===== src/rtl/ether_tx_sched_if.sv =====
// Bundle between the packet sources, the transmit scheduler and the MAC send path.
// The scheduler uses the slave modport; whoever models the sources and the MAC uses master.
interface ether_tx_sched_if #(
  parameter int unsigned NREQ = 3
) ();
  logic [NREQ-1:0]    i_req;
  logic [NREQ*10-1:0] i_len;
  logic [NREQ*16-1:0] i_data;
  logic [NREQ-1:0]    o_grant;
  logic [NREQ-1:0]    o_done;
  logic               o_err;
  logic [9:0]         o_rd_addr;
  logic               o_send_irq;
  logic [9:0]         o_length;
  logic [15:0]        o_mac_data;
  logic [9:0]         i_mac_addr;
  logic               i_mac_idle;

  modport master (
    output i_req, i_len, i_data, i_mac_addr, i_mac_idle,
    input  o_grant, o_done, o_err, o_rd_addr, o_send_irq, o_length, o_mac_data
  );

  modport slave (
    input  i_req, i_len, i_data, i_mac_addr, i_mac_idle,
    output o_grant, o_done, o_err, o_rd_addr, o_send_irq, o_length, o_mac_data
  );
endinterface


===== src/rtl/ether_tx_sched.sv =====
// Shares the single MAC send path among NREQ packet sources: fixed priority for source 0,
// round-robin among the rest, inter-packet gap and a watchdog against a hung MAC.
module ether_tx_sched #(
  parameter int unsigned NREQ     = 3,
  parameter int unsigned GAP_CYC  = 24,
  parameter int unsigned IRQ_HOLD = 4,
  parameter int unsigned TMO_CYC  = 4096
) (
  input logic             i_clk,
  input logic             i_rst,
  ether_tx_sched_if.slave bus
);

  localparam int unsigned IdxW    = (NREQ > 1) ? $clog2(NREQ) : 1;
  localparam logic [15:0] TmoLast = 16'(TMO_CYC - 1);
  localparam logic [15:0] GapLast = 16'(GAP_CYC - 1);
  localparam logic [15:0] IrqHold = 16'(IRQ_HOLD);

  typedef enum logic [2:0] {StIdle, StStart, StBusy, StDone, StGap} state_e;

  state_e          state_q, state_d;
  logic [IdxW-1:0] rr_q, rr_d;
  logic [NREQ-1:0] grant_q, grant_d;
  logic [NREQ-1:0] done_q, done_d;
  logic            err_q, err_d;
  logic            irq_q, irq_d;
  logic [9:0]      len_q, len_d;
  logic [15:0]     cnt_q, cnt_d;
  logic [15:0]     mac_data_q, mac_data_d;

  logic [9:0]      len_arr  [NREQ];
  logic [15:0]     data_arr [NREQ];

  for (genvar g = 0; g < NREQ; g++) begin : g_unpack
    assign len_arr[g]  = bus.i_len[10*g +: 10];
    assign data_arr[g] = bus.i_data[16*g +: 16];
  end

  // Winner: source 0 always; otherwise first requester scanning 1..NREQ-1 from rr_q.
  logic            win_valid;
  logic [IdxW-1:0] win_idx;
  logic [NREQ-1:0] win_onehot;
  logic [IdxW-1:0] rr_next;
  logic [9:0]      win_len;
  int              cand_int;
  logic [IdxW-1:0] cand;

  always_comb begin
    win_valid = 1'b0;
    win_idx   = '0;
    cand_int  = 0;
    cand      = '0;
    if (bus.i_req[0]) begin
      win_valid = 1'b1;
    end else begin
      for (int off = 0; off < int'(NREQ) - 1; off++) begin
        cand_int = int'(rr_q) + off;
        if (cand_int >= int'(NREQ)) cand_int = cand_int - (int'(NREQ) - 1);
        cand = IdxW'(cand_int);
        if (!win_valid && bus.i_req[cand]) begin
          win_valid = 1'b1;
          win_idx   = cand;
        end
      end
    end
    win_onehot          = '0;
    win_onehot[win_idx] = 1'b1;
    win_len             = len_arr[win_idx];
    rr_next = (int'(win_idx) + 1 >= int'(NREQ)) ? IdxW'(1) : win_idx + IdxW'(1);
  end

  logic abort;

  always_comb begin
    state_d = state_q;
    rr_d    = rr_q;
    grant_d = grant_q;
    len_d   = len_q;
    cnt_d   = cnt_q + 16'd1;
    done_d  = '0;
    err_d   = 1'b0;
    irq_d   = 1'b0;
    abort   = 1'b0;
    unique case (state_q)
      StIdle: begin
        cnt_d = '0;
        if (win_valid && bus.i_mac_idle) begin
          grant_d = win_onehot;
          len_d   = (win_len == 10'd0) ? 10'd1 : win_len;
          if (win_idx != '0) rr_d = rr_next;
          state_d = StStart;
        end
      end
      StStart: begin
        if (cnt_q == IrqHold) begin
          state_d = StBusy;
          cnt_d   = '0;
        end else begin
          irq_d = 1'b1;
        end
      end
      StBusy: begin
        if (!bus.i_mac_idle) begin
          state_d = StDone;
          cnt_d   = '0;
        end else if (cnt_q == TmoLast) begin
          abort = 1'b1;
        end
      end
      StDone: begin
        if (bus.i_mac_idle) begin
          done_d  = grant_q;
          grant_d = '0;
          state_d = StGap;
          cnt_d   = '0;
        end else if (cnt_q == TmoLast) begin
          abort = 1'b1;
        end
      end
      StGap: begin
        if (cnt_q == GapLast) begin
          state_d = StIdle;
          cnt_d   = '0;
        end
      end
      default: begin
        state_d = StIdle;
        cnt_d   = '0;
      end
    endcase
    // Watchdog abort releases the owner but keeps the length latch.
    if (abort) begin
      err_d   = 1'b1;
      done_d  = grant_q;
      grant_d = '0;
      state_d = StGap;
      cnt_d   = '0;
    end
  end

  always_comb begin
    mac_data_d = '0;
    for (int k = 0; k < int'(NREQ); k++) begin
      if (grant_q[k]) mac_data_d = mac_data_d | data_arr[k];
    end
  end

  always_ff @(posedge i_clk or posedge i_rst) begin
    if (i_rst) begin
      state_q    <= StIdle;
      rr_q       <= IdxW'(1);
      grant_q    <= '0;
      done_q     <= '0;
      err_q      <= 1'b0;
      irq_q      <= 1'b0;
      len_q      <= '0;
      cnt_q      <= '0;
      mac_data_q <= '0;
    end else begin
      state_q    <= state_d;
      rr_q       <= rr_d;
      grant_q    <= grant_d;
      done_q     <= done_d;
      err_q      <= err_d;
      irq_q      <= irq_d;
      len_q      <= len_d;
      cnt_q      <= cnt_d;
      mac_data_q <= mac_data_d;
    end
  end

  assign bus.o_grant    = grant_q;
  assign bus.o_done     = done_q;
  assign bus.o_err      = err_q;
  assign bus.o_send_irq = irq_q;
  assign bus.o_length   = len_q;
  assign bus.o_mac_data = mac_data_q;
  assign bus.o_rd_addr  = bus.i_mac_addr;

endmodule

===== src/flat_wrapper.sv =====
// flat-port wrapper written by rule: the top's interface ports become plain ports
module ether_tx_sched_flat 
#(
  parameter int unsigned NREQ     = 3,
  parameter int unsigned GAP_CYC  = 24,
  parameter int unsigned IRQ_HOLD = 4,
  parameter int unsigned TMO_CYC  = 4096
)
  (i_clk, i_rst, bus_i_req, bus_i_len, bus_i_data, bus_i_mac_addr, bus_i_mac_idle, bus_o_grant, bus_o_done, bus_o_err, bus_o_rd_addr, bus_o_send_irq, bus_o_length, bus_o_mac_data);
  ether_tx_sched_if #(.NREQ(NREQ)) bus_i ();
  input logic i_clk;
  input logic i_rst;
  input wire logic [$bits(bus_i.i_req)-1:0] bus_i_req;
  input wire logic [$bits(bus_i.i_len)-1:0] bus_i_len;
  input wire logic [$bits(bus_i.i_data)-1:0] bus_i_data;
  input wire logic [$bits(bus_i.i_mac_addr)-1:0] bus_i_mac_addr;
  input wire logic [$bits(bus_i.i_mac_idle)-1:0] bus_i_mac_idle;
  output wire logic [$bits(bus_i.o_grant)-1:0] bus_o_grant;
  output wire logic [$bits(bus_i.o_done)-1:0] bus_o_done;
  output wire logic [$bits(bus_i.o_err)-1:0] bus_o_err;
  output wire logic [$bits(bus_i.o_rd_addr)-1:0] bus_o_rd_addr;
  output wire logic [$bits(bus_i.o_send_irq)-1:0] bus_o_send_irq;
  output wire logic [$bits(bus_i.o_length)-1:0] bus_o_length;
  output wire logic [$bits(bus_i.o_mac_data)-1:0] bus_o_mac_data;
  assign bus_i.i_req = bus_i_req;
  assign bus_i.i_len = bus_i_len;
  assign bus_i.i_data = bus_i_data;
  assign bus_i.i_mac_addr = bus_i_mac_addr;
  assign bus_i.i_mac_idle = bus_i_mac_idle;
  assign bus_o_grant = bus_i.o_grant;
  assign bus_o_done = bus_i.o_done;
  assign bus_o_err = bus_i.o_err;
  assign bus_o_rd_addr = bus_i.o_rd_addr;
  assign bus_o_send_irq = bus_i.o_send_irq;
  assign bus_o_length = bus_i.o_length;
  assign bus_o_mac_data = bus_i.o_mac_data;
  ether_tx_sched #(.NREQ(NREQ), .GAP_CYC(GAP_CYC), .IRQ_HOLD(IRQ_HOLD), .TMO_CYC(TMO_CYC)) u_core (.i_clk(i_clk), .i_rst(i_rst), .bus(bus_i));
endmodule

===== config.mk =====
export PLATFORM = sky130hd
export DESIGN_NAME = ether_tx_sched_flat
export DESIGN_NICKNAME = d
export VERILOG_FILES = /design/src/rtl/ether_tx_sched_if.sv /design/src/rtl/ether_tx_sched.sv /design/src/flat_wrapper.sv
export SDC_FILE = /design/constraint.sdc
export NUM_CORES = 1
export LEC_CHECK = 0
export CORE_ASPECT_RATIO = 0.6
export CORE_MARGIN = 5
export CORE_UTILIZATION = 40
export CTS_CLUSTER_DIAMETER = 200
export DETAILED_ROUTE_END_ITERATION = 12
export PLACE_DENSITY = 0.8
export SYNTH_ARGS = -nofsm -noshare
export SYNTH_HDL_FRONTEND = slang
export SYNTH_SLANG_ARGS = --single-unit

===== constraint.sdc =====
create_clock -name i_clk -period 6.4 [get_ports i_clk]
set_clock_uncertainty 0.1 [all_clocks]
set_input_delay 1.92 -clock i_clk [delete_from_list [all_inputs] [get_ports i_clk]]
set_output_delay 1.92 -clock i_clk [all_outputs]
set_load 0.05 [all_outputs]

==> results of run 1 <==
worst max-delay path, delay by kind of cell:
kind	cells	cell delay [ns]
buf+inv	1	0.48
mux	1	0.34
compound gates	3	1.42
registers in the layout, indices dropped and copies added (netlist names):
| register | count |
|---|---|
| u_core.bus.o_length | 10 |
| u_core.bus.o_done | 3 |
| u_core.cnt_q | 16 |
| u_core.bus.o_mac_data | 16 |
| u_core.rr_q | 2 |
| u_core.bus.o_send_irq | 1 |
| u_core.state_q | 3 |
| u_core.bus.o_grant | 3 |
| u_core.bus.o_err | 1 |
cell usage after synthesis (all sizes together) (3+ instances only):
master and number:
a222oi 26, and2 5, and3 4, buf 17
clkbuf 6, dfrtp 54, inv 25, nand2 23
nand3 14, nand4 4, nor2 21, nor4 3
o21ai 15, o31ai 4, or4 4, xnor2 3
xor2 12
worst paths after layout:
| check | endpoint | slack, ns | depth (start not counted) |
|---|---|---|---|
| setup / recovery | u_core.bus.o_length[0] | 2.32 | 5 |
| hold / removal | u_core.bus.o_length[7] | 0.38 | 2 |
| setup reg to reg | u_core.bus.o_length[0] | 3.84 | 5 |
| hold reg to reg | u_core.bus.o_length[7] | 0.38 | 2 |
| max in group asynchronous | u_core.rr_q[0] | 3.57 | 3 |
| min in group asynchronous | u_core.bus.o_mac_data[2] | 1.81 | 2 |
metal layers:
| layer | track usage [%] | wire length, um |
|---|---|---|
| met5 | 0 | 0 |
| met4 | 4.07 | 51 |
| met3 | 5.45 | 980 |
| met2 | 27.3 | 3280 |
| met1 | 24.9 | 3420 |
kinds of logic (layout without fill, tap and decap cells):
| kind of cell | count (synthesis) | in the layout | synth area share, % |
|---|---|---|---|
| AND/OR/NAND/NOR | 86 | 86 | 17.4 |
| AO/OA/AOI/OAI | 57 | 57 | 17.4 |
| flip-flops | 55 | 55 | 50.3 |
| buffers and inverters | 48 | 153 | 8.44 |
| XOR/XNOR | 15 | 15 | 4.79 |
| adder cells (fa/ha/maj) | 2 | 2 | 0.913 |
| multiplexers | 2 | 2 | 0.776 |
power groups by stage:
stage               Clock (mW)  Sequential (mW)  Combinational, mW
CTS                      0.268            0.554              0.843
global route             0.282            0.570              0.895
detailed placement           0            0.559              0.841
finish                   0.260            0.554              0.836
floorplan                    0            0.804              0.317
global placement             0            0.554              0.827
cell type report:
class	instances	area share, %
clock buffers	6	3.18
well taps	87	2.69
clock inverters	2	0.309
inverters	25	2.32
repair buffers	120	29.5
flip-flops and latches	55	34.0
multi-input cells	162	28.0
==> metrics.txt, run 1 <==
worst slew margin relative to its limit=about a fifth; number of sinks driven by the clock tree=55; root buffer selected by CTS=clkbuf_16; sequential cell fraction of total power=33.6%; predominant post-synthesis flop cell=dfrtp_1; final max-slew violation count=0; core area=approximately 6700 sq um; overflow left after global routing=0; Inserted Clock Buffers=5; Placed Cells=approximately 450; internal power summed over all cells=910 uW; Hold Slack=around 0.38 ns; final HPWL from detailed placement=6000 um; multi-input gate area in the final layout=about 1100 sq um; global-route wire length before repair=approximately 12,000 um; switching part of the total=approximately 45%; Post-Syn Area=2740 sq um; required time of the critical path=~6.5 ns; Worst Setup End Kind=flop; share of synthesized registers carrying an async set or reset=100%; via count of the first global-routing pass=2,406; top achievable clock speed=around 250 MHz; Reg area=~1400 sq um; flip-flop and latch count after synthesis=55; fin crit period=4.08 ns; Crit Path Class=in2reg; net count of the finished layout=465; CP max stage delay=around 1.1 ns; mean routed wirelength per cell=16.9 um; effective utilization at floorplan=41.1%; post-CTS clock slew at the launch and capture registers of the worst setup and hold paths=approximately 0.070 ns; synthesized netlist cell count=265; Area Overhead vs Synth=47.6%; clock tree from TritonCTS=yes; Area contributors post-synth=dfrtp_1, a222oi_1, xor2_1; most common cell after layout, fill and taps aside=clkdlybuf4s50_1; post-CTS setup-driven buffer insertion count=0; vias after detailed routing=2,443; GR Util All Layers=between 10% and 20%; detailed-route DRC error count=0; Worst R2R Start=u_core.rr_q[0]; critical path fanouts, max=12; leakage dissipation=1.79 nW; number of endpoints with negative hold slack in the final report=0; Die Outline Area=between 8000 and 9000 sq um; combinational group share of total power=about half; number of buffers inserted by hold repair at cts=0; crit path max-delay cell type=a2111oi_2; commonest cells after routing, fill and taps aside=clkdlybuf4s50_1, dfrtp_1, a222oi_1, inv_1, nand2_1; setup slack at placement=2.09 ns; count of endpoints failing setup in the final report=0; clock network power share=between 15 and 20%; post-route cell area=4050 sq um; antenna violations before repair=0; antenna diode instance count=0; number of synthesized flops with an enable pin=0; syn nets=around 360; crit path cell chain=clkdlybuf4s50_1 > a2111oi_2 > a222oi_1 > mux2_2 > o21ai_0; share of post-route cells with drive strength above 1=under 10%; Die H=about 74 um; number of detailed-routing iterations run before antenna repair=8; number of max-cap violations=0; Worst setup SP type=input port; peak supply drop=217 uV; buffers added on ports=around 120; power density of the placed cells=a little over 400 nW/um^2; Top-Level Pins=about 140; Die X=about 120 um; Power Total=between 1.5 and 2 mW; worst-case setup margin in the final layout=2.32 ns; Final Util=between 60% and 70%; average size of a mapped cell=between 10 and 15 sq um; final weighted congestion of routability-driven global placement=0.860; final worst path period share=63.7%; share of the yosys chip area belonging to registers=roughly half; Synth Warn #=0; share of Yosys cell area claimed by the top area cell type=approximately half; worst hold-check path type=reg2reg; final antenna-violating net count=0; Skew-Pair Late Insertion Delay=between 0.2 and 0.3 ns; maximum count of clock buffers along a single path=2; number of design-rule violations left by the first detailed-router iteration=193; area of placed instances=between 3000 and 4000 sq um; Tightest Pin Transition=1.19 ns; vias per cell=around 5.3; worst min-delay path startpoint=u_core.bus.o_length[7]; routed wire length=about 7700 um; run status=completed; setup repair after global routing missed its margin=false; num rows=23; largest net degree at the start of global routing=40; H-tree level count=2; number of gates resized after cts=0; Fin Setup TNS=0 ns; Psw=741 uW; FILL cells=550; number of distinct library cells after synthesis=46; final non-filler cell total=roughly 460; cell accounting for the most synthesized area=dfrtp_1; worst setup path start=bus_i_req[1]; arrival time reported for the critical path endpoint=~4.2 ns
No activity file was read; power rests on OpenSTA's default activity.
==> inputs of run 2 (changes only) <==
--- a/config.mk
+++ b/config.mk
@@ -7,10 +7,10 @@
 export LEC_CHECK = 0
 export CORE_ASPECT_RATIO = 0.6
 export CORE_MARGIN = 5
-export CORE_UTILIZATION = 40
+export CORE_UTILIZATION = 36
 export CTS_CLUSTER_DIAMETER = 200
 export DETAILED_ROUTE_END_ITERATION = 12
-export PLACE_DENSITY = 0.8
+export PLACE_DENSITY = 0.76
 export SYNTH_ARGS = -nofsm -noshare
 export SYNTH_HDL_FRONTEND = slang
 export SYNTH_SLANG_ARGS = --single-unit
==> constraint.sdc (replaced) <==
create_clock -name i_clk -period 3.3 [get_ports i_clk]
set_clock_uncertainty 0.1 [all_clocks]
set_input_delay 0.99 -clock i_clk [delete_from_list [all_inputs] [get_ports i_clk]]
set_output_delay 0.99 -clock i_clk [all_outputs]
set_load 0.05 [all_outputs]
==> run 2 against run 1 <==
Effect of this change: utilization is 4.1 points lower; global-route usage decreased by 1.5 points; largest power group unchanged; sequential power is 84% higher; clock-buffer cell count decreased by 1; wire length grew 2.9%; critical path type unchanged; design area increased by 2.4%; die area rose by 9.9%; flip-flop and latch count unchanged.
==> metrics.txt, run 2 (same netlist as run 1, synthesis figures left out) <==
run status=completed (unchanged); core area=7330 sq um (was 6680 sq um); number of design-rule violations left by the first detailed-router iteration=254 (was 193); peak supply drop=400 uV (was 217 uV); sequential cell fraction of total power=30.6% (was 33.6%); antenna violations before repair=0 (unchanged); Crit Path Class=in2reg (unchanged); final worst path period share=roughly 83%; final weighted congestion of routability-driven global placement=0.836 (was 0.860); endpoint with the worst hold slack=u_core.bus.o_length[7] (unchanged); worst-case setup margin in the final layout=0.559 ns (was 2.32 ns); num rows=24 (was 23); number of buffers inserted by hold repair at cts=0 (unchanged); Skew-Pair Late Insertion Delay=0.29 ns (was 0.28 ns); Top-Level Pins=138 (unchanged); H-tree level count=2 (unchanged); vias per cell=5.15 (was 5.35); vias after detailed routing=2,463 (was 2,443); Fin Setup TNS=0 ns (unchanged); detailed-route DRC error count=0 (unchanged); worst slew margin relative to its limit=44.1% (was 20.6%); antenna diode instance count=0 (unchanged); buffers added on ports=117 (unchanged); post-route cell area=4150 sq um (was 4050 sq um); destination of the worst register-to-register timing path=u_core.bus.o_length[0] (unchanged); crit path cell chain=clkdlybuf4s50_1 > o21a_1 > o21bai_1 > a222oi_1 > mux2_2 > o21ai_0 (was clkdlybuf4s50_1 > a2111oi_2 > a222oi_1 > mux2_2 > o21ai_0); arrival time reported for the critical path endpoint=2.85 ns (was 4.17 ns); final max-slew violation count=0 (unchanged); crit path max-delay cell type=o21bai_1 (was a2111oi_2); Final Util=56.6% (was 60.6%); final HPWL from detailed placement=6080 um (was 6000 um); global-route wire length before repair=12,500 um (was 12,100 um); Power Total=3.33 mW (was 1.65 mW); Die Outline Area=9520 sq um (was 8660 sq um); Psw=1.46 mW (was 741 uW); number of instances on the worst hold path=2 (unchanged); effective utilization at floorplan=37.4% (was 41.1%); number of gates resized after cts=0 (unchanged); CP max stage delay=0.66 ns (was 1.09 ns); Worst R2R Start=u_core.rr_q[1] (was u_core.rr_q[0]); via count of the first global-routing pass=2,412 (was 2,406); post-CTS clock slew at the launch and capture registers of the worst setup and hold paths=0.07 ns (about the same); Hold Slack=0.385 ns (was 0.384 ns); Die H=77.6 um (was 74.1 um); final non-filler cell total=478 (was 457); internal power summed over all cells=1.87 mW (was 910 uW); final antenna-violating net count=0 (unchanged); Worst setup SP type=input port (unchanged); FILL cells=654 (was 550); net count of the finished layout=469 (was 465); root buffer selected by CTS=clkbuf_16 (unchanged); Inserted Clock Buffers=5 (unchanged); post-CTS setup-driven buffer insertion count=0 (unchanged); largest net degree at the start of global routing=36 (was 40); clock tree from TritonCTS=yes (unchanged); commonest cells after routing, fill and taps aside=clkdlybuf4s50_1, dfrtp_1, a222oi_1, inv_1, nand2_1 (unchanged); area of placed instances=3980 sq um (was 3910 sq um); worst hold-check path type=reg2reg (unchanged); most common cell after layout, fill and taps aside=clkdlybuf4s50_1 (unchanged); clock network power share=17.9% (was 15.8%); number of detailed-routing iterations run before antenna repair=5 (was 8); R2R depth=5 (unchanged); number of sinks driven by the clock tree=55 (unchanged); critical path fanouts, max=12 (unchanged); required time of the critical path=3.41 ns (was 6.49 ns); routed wire length=7960 um (was 7730 um); count of endpoints failing setup in the final report=0 (unchanged); Worst Setup End Kind=flop (unchanged); fin crit period=about 2.7 ns; mean routed wirelength per cell=16.6 um (was 16.9 um); power density of the placed cells=803 nW/um^2 (was 408 nW/um^2); flop-to-flop setup slack=1.23 ns (was 3.84 ns); maximum count of clock buffers along a single path=2 (unchanged); overflow left after global routing=0 (unchanged); Area Overhead vs Synth=51.2% (was 47.6%); Die X=123 um (was 117 um); GR Util All Layers=16.3% (was 17.8%); setup repair after global routing missed its margin=false (unchanged); share of post-route cells with drive strength above 1=7.22% (was 5.68%); worst min-delay path startpoint=u_core.bus.o_length[7] (unchanged); top achievable clock speed=roughly 360 MHz; Tightest Pin Transition=0.837 ns (was 1.19 ns); switching part of the total=43.9% (was 44.9%); Placed Cells=470 (was 449); number of max-cap violations=0 (unchanged); combinational group share of total power=51.4% (was 50.6%); number of endpoints with negative hold slack in the final report=0 (unchanged); leakage dissipation=1.83 nW (was 1.79 nW); setup slack at placement=0.231 ns (was 2.09 ns)
run 2: worst max-delay path, delay by kind of cell:
family                 cells  cell delay [ns]
AOI/OAI and AO/OA          4             1.07
buffers and inverters      1             0.46
muxes                      1             0.32
run 2: routing by layer:
metal / GRT usage, % / vias to the layer above / share of wire [%]
met3: 4.87 / 4 / 10
met1: 22.9 / 1163 / 46
met2: 24.9 / 124 / 43
li1: - / 1172 / -
met5: 0 / - / 0
met4: 3.58 / 0 / 0.59
run 2: how the worst max path moves through the flow:
stage	from	end	slack [ns]	cells past startpoint
floorplan	i_rst	u_core.bus.o_done[0]	0.87	1
global placement	bus_i_req[2]	u_core.bus.o_length[8]	0.38	6
detailed placement	bus_i_req[2]	u_core.bus.o_length[0]	0.23	6
CTS	bus_i_req[2]	u_core.bus.o_length[0]	0.55	6
global route	bus_i_req[2]	u_core.bus.o_grant[1]	0.37	6
finish	bus_i_req[2]	u_core.bus.o_length[0]	0.56	6
run 2: cell type report:
type | count | area (sq um) | share of cell area (%)
Inverter | 25 | 93.8 | 2.26
Clock buffer | 5 | 125 | 3.02
Timing Repair Buffer | 124 | 1240 | 29.8
Tap cell | 104 | 130 | 3.14
Sequential cell | 55 | 1380 | 33.2
Clock inverter | 3 | 43.8 | 1.06
Multi-Input combinational cell | 162 | 1140 | 27.5
run 2: power by group through the flow:
stage          Clock (mW)  Combinational [mW]  Sequential [mW]
2_1_floorplan           0               0.614             1.56
3_3_place_gp            0                1.68             1.03
3_5_place_dp            0                1.72             1.03
4_1_cts             0.619                1.73             1.02
5_1_grt             0.646                1.82             1.05
6_report            0.597                1.71             1.02
==> inputs of run 3 (changes only) <==
==> constraint.sdc (replaced) <==
create_clock -name i_clk -period 2.3 [get_ports i_clk]
set_clock_uncertainty 0.1 [all_clocks]
set_input_delay 0.69 -clock i_clk [delete_from_list [all_inputs] [get_ports i_clk]]
set_output_delay 0.69 -clock i_clk [all_outputs]
set_load 0.05 [all_outputs]
==> run 3 against run 2 <==
Effect of this change: via count is 2.9% higher; clock power rose by 27%; cell count grew 2.7%; worst hold slack better by 0.011 ns; highest routed layer unchanged; worst setup slack got worse by 0.49 ns; critical path type is now reg2out; design area increased by 2.8%; combinational power up 49%; global-route usage is 0.35 points higher; non-clock buffer count increased by 13; sequential power up 45%.
==> metrics.txt, run 3 (same netlist as run 1, synthesis figures left out) <==
Die H=77.6 um (unchanged); GR Util All Layers=16.6% (was 16.3%); most common cell after layout, fill and taps aside=clkdlybuf4s50_1 (unchanged); Area Overhead vs Synth=55.5% (was 51.2%); power density of the placed cells=1120 nW/um^2 (was 803 nW/um^2); final max-slew violation count=0 (unchanged); buffers added on ports=117 (unchanged); multi-input gate area in the final layout=1160 sq um (was 1140 sq um); required time of the critical path=1.51 ns (was 3.41 ns); critical path fanouts, max=2 (was 12); largest delay contributor family on the critical path=buffers and inverters (was compound AO/OA/AOI/OAI gates); detailed-route DRC error count=0 (unchanged); count of endpoints failing setup in the final report=0 (unchanged); commonest cells after routing, fill and taps aside=clkdlybuf4s50_1, dfrtp_1, buf_4, a222oi_1, inv_1 (was clkdlybuf4s50_1, dfrtp_1, a222oi_1, inv_1, nand2_1); post-CTS setup-driven buffer insertion count=0 (unchanged); worst-case setup margin in the final layout=0.0713 ns (was 0.559 ns); via count of the first global-routing pass=2,600 (was 2,412); effective utilization at floorplan=37.4% (unchanged); switching part of the total=44.0% (was 43.9%); routed wire length=8070 um (was 7960 um); sequential cell fraction of total power=31.0% (was 30.6%); flop-to-flop setup slack=0.27 ns (was 1.23 ns); final weighted congestion of routability-driven global placement=0.888 (was 0.836); share of post-route cells with drive strength above 1=14.5% (was 7.22%); antenna violations before repair=0 (unchanged); fin crit period=2.23 ns; setup repair after global routing missed its margin=true (was false); final HPWL from detailed placement=6330 um (was 6080 um); antenna diode instance count=0 (unchanged); crit path cell chain=clkdlybuf4s50_1 (was clkdlybuf4s50_1 > o21a_1 > o21bai_1 > a222oi_1 > mux2_2 > o21ai_0); worst hold-check path type=reg2reg (unchanged); leakage dissipation=1.93 nW (was 1.83 nW); Final Util=58.2% (was 56.6%); Crit Path Class=reg2out (was in2reg); internal power summed over all cells=2.68 mW (was 1.87 mW); net count of the finished layout=482 (was 469); top achievable clock speed=~450 MHz; endpoint with the worst hold slack=u_core.bus.o_length[9] (was u_core.bus.o_length[7]); Tightest Pin Transition=0.526 ns (was 0.837 ns); overflow left after global routing=0 (unchanged); vias after detailed routing=2,534 (was 2,463); Worst R2R Start=u_core.cnt_q[13] (was u_core.rr_q[1]); worst slew margin relative to its limit=64.8% (was 44.1%); worst min-delay path startpoint=u_core.bus.o_length[9] (was u_core.bus.o_length[7]); final worst path period share=between 90% and 100%; CP max stage delay=0.80 ns (was 0.66 ns); arrival time reported for the critical path endpoint=1.44 ns (was 2.85 ns); setup slack at placement=-0.279 ns (was 0.231 ns); number of sinks driven by the clock tree=55 (unchanged); Critical path buffers and inverters=1 (unchanged); Skew-Pair Late Insertion Delay=0.29 ns (about the same); number of design-rule violations left by the first detailed-router iteration=229 (was 254); largest net degree at the start of global routing=25 (was 36); number of buffers inserted by hold repair at cts=0 (unchanged); Top-Level Pins=138 (unchanged); maximum count of clock buffers along a single path=2 (unchanged); final antenna-violating net count=0 (unchanged); Die X=123 um (unchanged); Worst setup SP type=flop (was input port); Hold Slack=0.396 ns (was 0.385 ns); clock tree from TritonCTS=yes (unchanged); destination of the worst register-to-register timing path=u_core.cnt_q[1] (was u_core.bus.o_length[0]); core area=7330 sq um (unchanged); Worst Setup End Kind=output port (was flop); mean routed wirelength per cell=16.4 um (was 16.6 um); post-route cell area=4260 sq um (was 4150 sq um); Placed Cells=483 (was 470); number of detailed-routing iterations run before antenna repair=5 (unchanged); clock network power share=15.9% (was 17.9%); Reg area=1380 sq um (unchanged); num rows=24 (unchanged); FILL cells=637 (was 654); global-route wire length before repair=12,700 um (was 12,500 um); number of endpoints with negative hold slack in the final report=0 (unchanged); run status=completed (unchanged); H-tree level count=2 (unchanged); peak supply drop=624 uV (was 400 uV); crit path max-delay cell type=clkdlybuf4s50_1 (was o21bai_1); area of placed instances=4090 sq um (was 3980 sq um); vias per cell=5.16 (was 5.15); final non-filler cell total=491 (was 478); combinational group share of total power=53.2% (was 51.4%); R2R depth=5 (unchanged); number of instances on the worst hold path=2 (unchanged); post-CTS clock slew at the launch and capture registers of the worst setup and hold paths=0.06 ns (was 0.07 ns); Die Outline Area=9520 sq um (unchanged); Psw=2.11 mW (was 1.46 mW); root buffer selected by CTS=clkbuf_16 (unchanged); number of max-cap violations=0 (unchanged); Power Total=4.78 mW (was 3.33 mW); Inserted Clock Buffers=5 (unchanged); Fin Setup TNS=0 ns (unchanged)
==> run 3: changes by cell type in the layout (fill, tap and decap cells not counted), sizes merged <==
cell,previous run,this run
buf,7,35
bufinv,1,0
clkbuf,5,7
clkdlybuf4s50,117,102
clkinv,2,1
==> run 3: timing repair <==
item | 4_1_cts | 5_1_grt
hold endpoints to repair | 0 | 0
gates resized for setup | 0 | 7
endpoints found under the setup margin | 0 | 5
==> run 3: cell type report <==
type                       count  share of cell area (%)
clock buffer                   7                    3.35
sequential                    55                    32.3
multi-input combinational    162                    27.2
inverter                      25                    2.20
timing repair buffer         137                    31.7
clock inverter                 1                   0.205
tap                          104                    3.05
==> run 3: worst max-delay path by stage <==
stage / start / end / slack [ns] / depth (start not counted)
CTS: bus_i_req[2] / u_core.bus.o_length[0] / 0.05 / 7
global placement: bus_i_req[2] / u_core.bus.o_length[0] / -0.25 / 7
floorplan: i_rst / u_core.bus.o_done[0] / 0.17 / 1
global route: bus_i_req[2] / u_core.rr_q[1] / -0.04 / 6
detailed placement: bus_i_req[2] / u_core.bus.o_length[0] / -0.28 / 7
finish: u_core.bus.o_length[9] / bus_o_length[9] / 0.07 / 1
==> run 3: power groups by stage <==
stage	Combinational [mW]	Clock, mW	Sequential [mW]
finish	2.54	0.758	1.48
floorplan	0.881	0	2.24
CTS	2.55	0.779	1.47
detailed placement	2.55	0	1.48
global route	2.73	0.812	1.52
global placement	2.49	0	1.48
==> run 3: routing by layer <==
| metal | up-vias | global-route usage [%] | wire length (um) | part of all wire (%) |
|---|---|---|---|---|
| met5 | - | 0 | 0 | 0 |
| met4 | 0 | 4.47 | 68 | 0.84 |
| met3 | 9 | 5.52 | 977 | 12 |
| met2 | 135 | 25.9 | 3500 | 43 |
| met1 | 1197 | 22.3 | 3530 | 44 |
| li1 | 1193 | - | - | - |
